**config.mk**
```make
export PLATFORM = sky130hd
export DESIGN_NAME = comb_lut_arbiter
export DESIGN_NICKNAME = d
export VERILOG_FILES = /design/src/rtl/comb_lut_arbiter.sv
export SDC_FILE = /design/constraint.sdc
export NUM_CORES = 1
export LEC_CHECK = 0
export CORE_MARGIN = 2
export CORE_UTILIZATION = 46
export CTS_CLUSTER_DIAMETER = 80
export CTS_CLUSTER_SIZE = 40
export DETAILED_ROUTE_END_ITERATION = 8
export PLACE_DENSITY = 0.83
export SETUP_SLACK_MARGIN = 0.5
export SYNTH_ARGS = -nofsm -noshare
export SYNTH_HDL_FRONTEND = slang
export SYNTH_SLANG_ARGS = --single-unit
```
**constraint.sdc**
```tcl
create_clock -name clk -period 3.65 [get_ports clk]
set_input_delay 0.5475 -clock clk [delete_from_list [all_inputs] [get_ports clk]]
set_output_delay 0.5475 -clock clk [all_outputs]
set_load 0.02 [all_outputs]
```
**src/rtl/comb_lut_arbiter.sv**
```systemverilog
// comb_lut_arbiter
// Shares one combinational 4-in/6-out lookup unit between two round-robin
// requesters and a background sweep engine that walks every lookup input
// in otherwise idle cycles and accumulates an XOR checksum of the results.
//
// state   | meaning
// --------+---------------------------------------------------------------
// S_IDLE  | no sweep; lookups only for client grants
// S_SWEEP | sweep active; cycles without a client grant step the counter
module comb_lut_arbiter #(
  parameter int IW = 4,
  parameter int OW = 6
) (
  input  logic          clk,
  input  logic          rst_b,
  input  logic          req_a,
  input  logic [IW-1:0] idx_a,
  output logic          gnt_a,
  input  logic          req_b,
  input  logic [IW-1:0] idx_b,
  output logic          gnt_b,
  input  logic          sweep_start,
  output logic [IW-1:0] lut_i,
  input  logic [OW-1:0] lut_o,
  output logic          rsp_valid,
  output logic [1:0]    rsp_id,
  output logic [IW-1:0] rsp_idx,
  output logic [OW-1:0] rsp_data,
  output logic          busy,
  output logic          sweep_done,
  output logic [OW-1:0] sweep_xor
);

  typedef enum logic {
    S_IDLE  = 1'b0,
    S_SWEEP = 1'b1
  } state_t;

  localparam logic [IW-1:0] CNT_LAST = '1;
  localparam logic [1:0]    ID_A     = 2'b00;
  localparam logic [1:0]    ID_B     = 2'b01;
  localparam logic [1:0]    ID_SWEEP = 2'b10;

  state_t        r_state;
  logic [IW-1:0] r_cnt;
  logic          r_lp_b;
  logic          r_done;
  logic [OW-1:0] r_xor;
  logic          r_rsp_valid;
  logic [1:0]    r_rsp_id;
  logic [IW-1:0] r_rsp_idx;
  logic [OW-1:0] r_rsp_data;

  logic          w_gnt_a;
  logic          w_gnt_b;
  logic          w_step;
  logic          w_lookup;
  logic [1:0]    w_id;
  logic [IW-1:0] w_lut_i;

  // Grant/steer decode. Gated by rst_b so the combinational outputs read
  // zero while reset is held, even with requests toggling.
  always_comb begin
    w_gnt_a = rst_b & req_a & (~req_b | r_lp_b);
    w_gnt_b = rst_b & req_b & (~req_a | ~r_lp_b);
    w_step  = rst_b & (r_state == S_SWEEP) & ~w_gnt_a & ~w_gnt_b;
    w_lookup = w_gnt_a | w_gnt_b | w_step;
    w_lut_i = '0;
    w_id    = ID_SWEEP;
    if (w_gnt_a) begin
      w_lut_i = idx_a;
      w_id    = ID_A;
    end else if (w_gnt_b) begin
      w_lut_i = idx_b;
      w_id    = ID_B;
    end else if (w_step) begin
      w_lut_i = r_cnt;
      w_id    = ID_SWEEP;
    end
  end

  // Sweep sequencer: state, step counter, checksum and done pulse.
  // sweep_start is only looked at in S_IDLE, so a pulse during the final
  // step is dropped rather than re-arming the sweep.
  always_ff @(posedge clk or negedge rst_b) begin
    if (!rst_b) begin
      r_state <= S_IDLE;
      r_cnt   <= '0;
      r_xor   <= '0;
      r_done  <= 1'b0;
    end else begin
      r_done <= 1'b0;
      case (r_state)
        S_IDLE: begin
          if (sweep_start) begin
            r_state <= S_SWEEP;
            r_cnt   <= '0;
            r_xor   <= '0;
          end
        end
        S_SWEEP: begin
          if (w_step) begin
            r_xor <= r_xor ^ lut_o;
            if (r_cnt == CNT_LAST) begin
              r_state <= S_IDLE;
              r_done  <= 1'b1;
            end else begin
              r_cnt <= r_cnt + 1'b1;
            end
          end
        end
        default: begin
          r_state <= S_IDLE;
        end
      endcase
    end
  end

  // Round-robin pointer: remembers the last client granted (1 = B).
  // Reset to B so that A wins the first contention.
  always_ff @(posedge clk or negedge rst_b) begin
    if (!rst_b) begin
      r_lp_b <= 1'b1;
    end else if (w_gnt_a) begin
      r_lp_b <= 1'b0;
    end else if (w_gnt_b) begin
      r_lp_b <= 1'b1;
    end
  end

  // Response register: one-cycle valid, idx/data hold between lookups.
  always_ff @(posedge clk or negedge rst_b) begin
    if (!rst_b) begin
      r_rsp_valid <= 1'b0;
      r_rsp_id    <= '0;
      r_rsp_idx   <= '0;
      r_rsp_data  <= '0;
    end else begin
      r_rsp_valid <= w_lookup;
      if (w_lookup) begin
        r_rsp_id   <= w_id;
        r_rsp_idx  <= w_lut_i;
        r_rsp_data <= lut_o;
      end
    end
  end

  assign gnt_a      = w_gnt_a;
  assign gnt_b      = w_gnt_b;
  assign lut_i      = w_lut_i;
  assign rsp_valid  = r_rsp_valid;
  assign rsp_id     = r_rsp_id;
  assign rsp_idx    = r_rsp_idx;
  assign rsp_data   = r_rsp_data;
  assign busy       = (r_state == S_SWEEP);
  assign sweep_done = r_done;
  assign sweep_xor  = r_xor;

endmodule

```
==> impl_results.md <==
- Status: complete, no violations
- Overall routing resource usage: 0.193
- Global-route wire length before repair: 4.71 mm
- Skew-Pair Late Insertion Delay: 0.32 ns
- Slew HR: 0.567
- Die W: 55.6 µm
- CP cell instances: clkdlybuf4s50_1, and4bb_2, nand2_1, and3_1, nor2_1, clkdlybuf4s50_1
- CP required: 3.10 ns
- Site row count: 18
- Layout net count: 190
- Ys Warns: 0
- DRT Wirelength: 2.77 mm
- Synth Instances: 122
- Worst Path Arrival: 2.53 ns
- Drt first pass iters: 4
- VDD IR max: 349 µV
- Post-CTS sizing: 0
- Largest net degree at the start of global routing: 21
- Reg2Reg Setup Slack: 2.00 ns
- Leakage: 0.737 nW
- CP Launch Type: input pin
- Clock slew seen by the registers of the worst setup and hold paths: 0.12 ns
- Io pins: 46
- Register-to-Register Path Depth: 2
- RePlAce Congestion: 0.869
- Max-cap violations: 0
- Hold Crit Class: reg -> reg
- Sequential share of the synthesized area: 0.532
- Num Clock Sinks: 26
- CP dominant cell by count: clkdlybuf4s50_1
- Crit. End Element: output pin
- Min-delay src: rsp_id[0]
- Worst R2R Start: busy
- Number of flops mapped to enable cells by yosys: 0
- GR Layer Usage met2: 0.335
- Fin. max-slew vios: 0
- Slowest stage cell, crit path: clkdlybuf4s50_1
- Critical Path Max Stage Delay: 0.62 ns
- Initial antenna violation count: 0
- Core Box Area: 2500 µm²
- # hold bufs at CTS: 0
- Ant diodes: 0
- CTS Buffer Depth: 2
- Asr flop ratio synth: 1.00
- Distinct cells, synth: 27
- Number of buffers created by CTS: 3
- Yosys reg bits: 26
- Area Growth Syn to Fin: 40.8%
- Fillcell total: 183
- Dpl hpwl: 2.16 mm
- Vias in the first global route: 1036
- RSZ-0062 raised after global routing: false
- CP Class: in -> out
- Synthesized Nets: 142
- Post-Syn Area: 1220 µm²
- CTS tree: done
- Congestion Overflow GR: 0
- Met3 Use GR: 0.0512
- Worst hold endpoint: rsp_id[0]
- DR iter-0 viols: 21
- Setup slack after placement: 0.560 ns
- Post-route minimum period: 3.08 ns
- Global route hottest layer: met2
- Tcrit/Tclk final: 0.844
- Fmax: 325 MHz
- Total power: 0.000922 W
- Clock H-tree levels: 1
- Least-Margin Pin Slew: 0.650 ns
- Register Area: 652 µm²
- Crit path max fanout: 6
- DR WL/cell: 13.9 µm
- Post-CTS Setup Inserts: 0
- Total Negative Setup Slacks: 0 ns
- Post-Syn Area per Cell: 10.0 µm²
- Port bufs: 45
- Worst Setup Slack, final: 0.570 ns
- Final hold vios: 0
- Setup violations, final: 0
- GR Layer Usage met1: 0.249
- Primary FF master, synth: dfrtp_1
- Clock Skews: 0.0186 ns
- PwrDens: 535 nW/µm²
- Die Y: 55.6 µm
- Die area: 3090 µm²
- Worst Hold Depth: 1
- Clock root cell: clkbuf_4
- Initial Util: 0.490
- Layout cells sized above 1: 0.101
- Worst R2R End: rsp_data[0]
- Multi-input gate area: 513 µm²
- Antenna Nets Post-Route: 0
- Via count: 1034
- # DRC: 0
- Vias per cell: 5.20
==> kinds of logic after synthesis <==
logic type	count (synthesis)	share of synthesized area
simple gates	56	0.202
flops	26	0.532
compound gates	17	0.108
buf+inv	10	0.0490
xor+xnor	6	0.0429
mux	6	0.0552
fa+ha+maj	1	0.0102
==> registers in the layout, indices dropped and copies added, names as in the netlist <==
| name | cells |
|---|---|
| sweep_xor | 6 |
| rsp_id | 2 |
| rsp_data | 6 |
| sweep_done | 1 |
| busy | 1 |
| rsp_idx | 4 |
| r_lp_b | 1 |
| rsp_valid | 1 |
| r_cnt | 4 |
==> worst max-delay path, delay by kind of cell <==
family / cells / cell delay [ns]
buffers and inverters: 2 / 1.16
AND/OR/NAND/NOR: 4 / 0.81
==> power by group <==
group	internal (W)	leakage, nW	switching [W]
Combinational	0.000191	0.414	0.000180
Sequential	0.000364	0.308	0.0000646
Clock	0.0000427	0.0150	0.0000792
Total	0.000598	0.737	0.000324
==> through the flow <==
stage          utilization  instances  area [µm²]  hold WS (ns)
2_1_floorplan            -        122        1220         0.252
3_3_place_gp         0.679        195        1700         0.462
3_5_place_dp         0.679        195        1700         0.471
4_1_cts              0.690        199        1720         0.500
5_1_grt              0.690        199        1720         0.529
6_report             0.690        199        1720         0.492
==> per-layer routing <==
metal / part of all wire / routed length [µm]
met1: 0.42 / 1170
met2: 0.54 / 1490
met3: 0.034 / 93
met4: 0.0036 / 10
met5: 0 / 0
==> placed cells by master, fill, tap and decap left out, types with 2 or more instances in the layout <==
cell type,n
clkdlybuf4s50_1,45
dfrtp_1,25
nand2_1,20
nor2_1,20
nand3_1,6
and3_1,6
xor2_1,6
mux2_2,6
inv_1,4
o21ai_1,4
buf_4,4
a21oi_1,3
clkbuf_4,3
nor2b_1,2
o22ai_1,2
==> how the worst max path moves through the flow <==
stage / startpoint / to / slack (ns) / cells past startpoint
final: req_a / lut_i[2] / 0.57 / 6
after global routing: rst_b / lut_i[1] / 0.51 / 6
after CTS: req_a / lut_i[2] / 0.56 / 6
after detailed placement: req_a / lut_i[2] / 0.56 / 6
after global placement: req_a / lut_i[2] / 0.60 / 6
after floorplan: req_b / lut_i[0] / 1.52 / 6
==> cell usage after synthesis, drive strengths merged, types with 2 or more instances <==
cell type   n  share of area
o211ai      2          0.016
mux2        6          0.055
inv         4          0.012
nand3       6          0.025
and3        6          0.031
nor2b       2          0.010
xor2        6          0.043
o22ai       2          0.010
a21oi       3          0.012
nand2      20          0.061
o21ai       4          0.016
dfrtp      25           0.51
nor2       20          0.061
buf         5          0.034
==> layout make-up <==
cell class                      count  share of cell area
Sequential cell                    26               0.378
Multi-Input combinational cell     86               0.298
Timing Repair Buffer               49               0.279
Tap cell                           30              0.0218
Clock buffer                        4              0.0152
Inverter                            4             0.00871
Note: power is estimated with default switching activity, not from simulation.
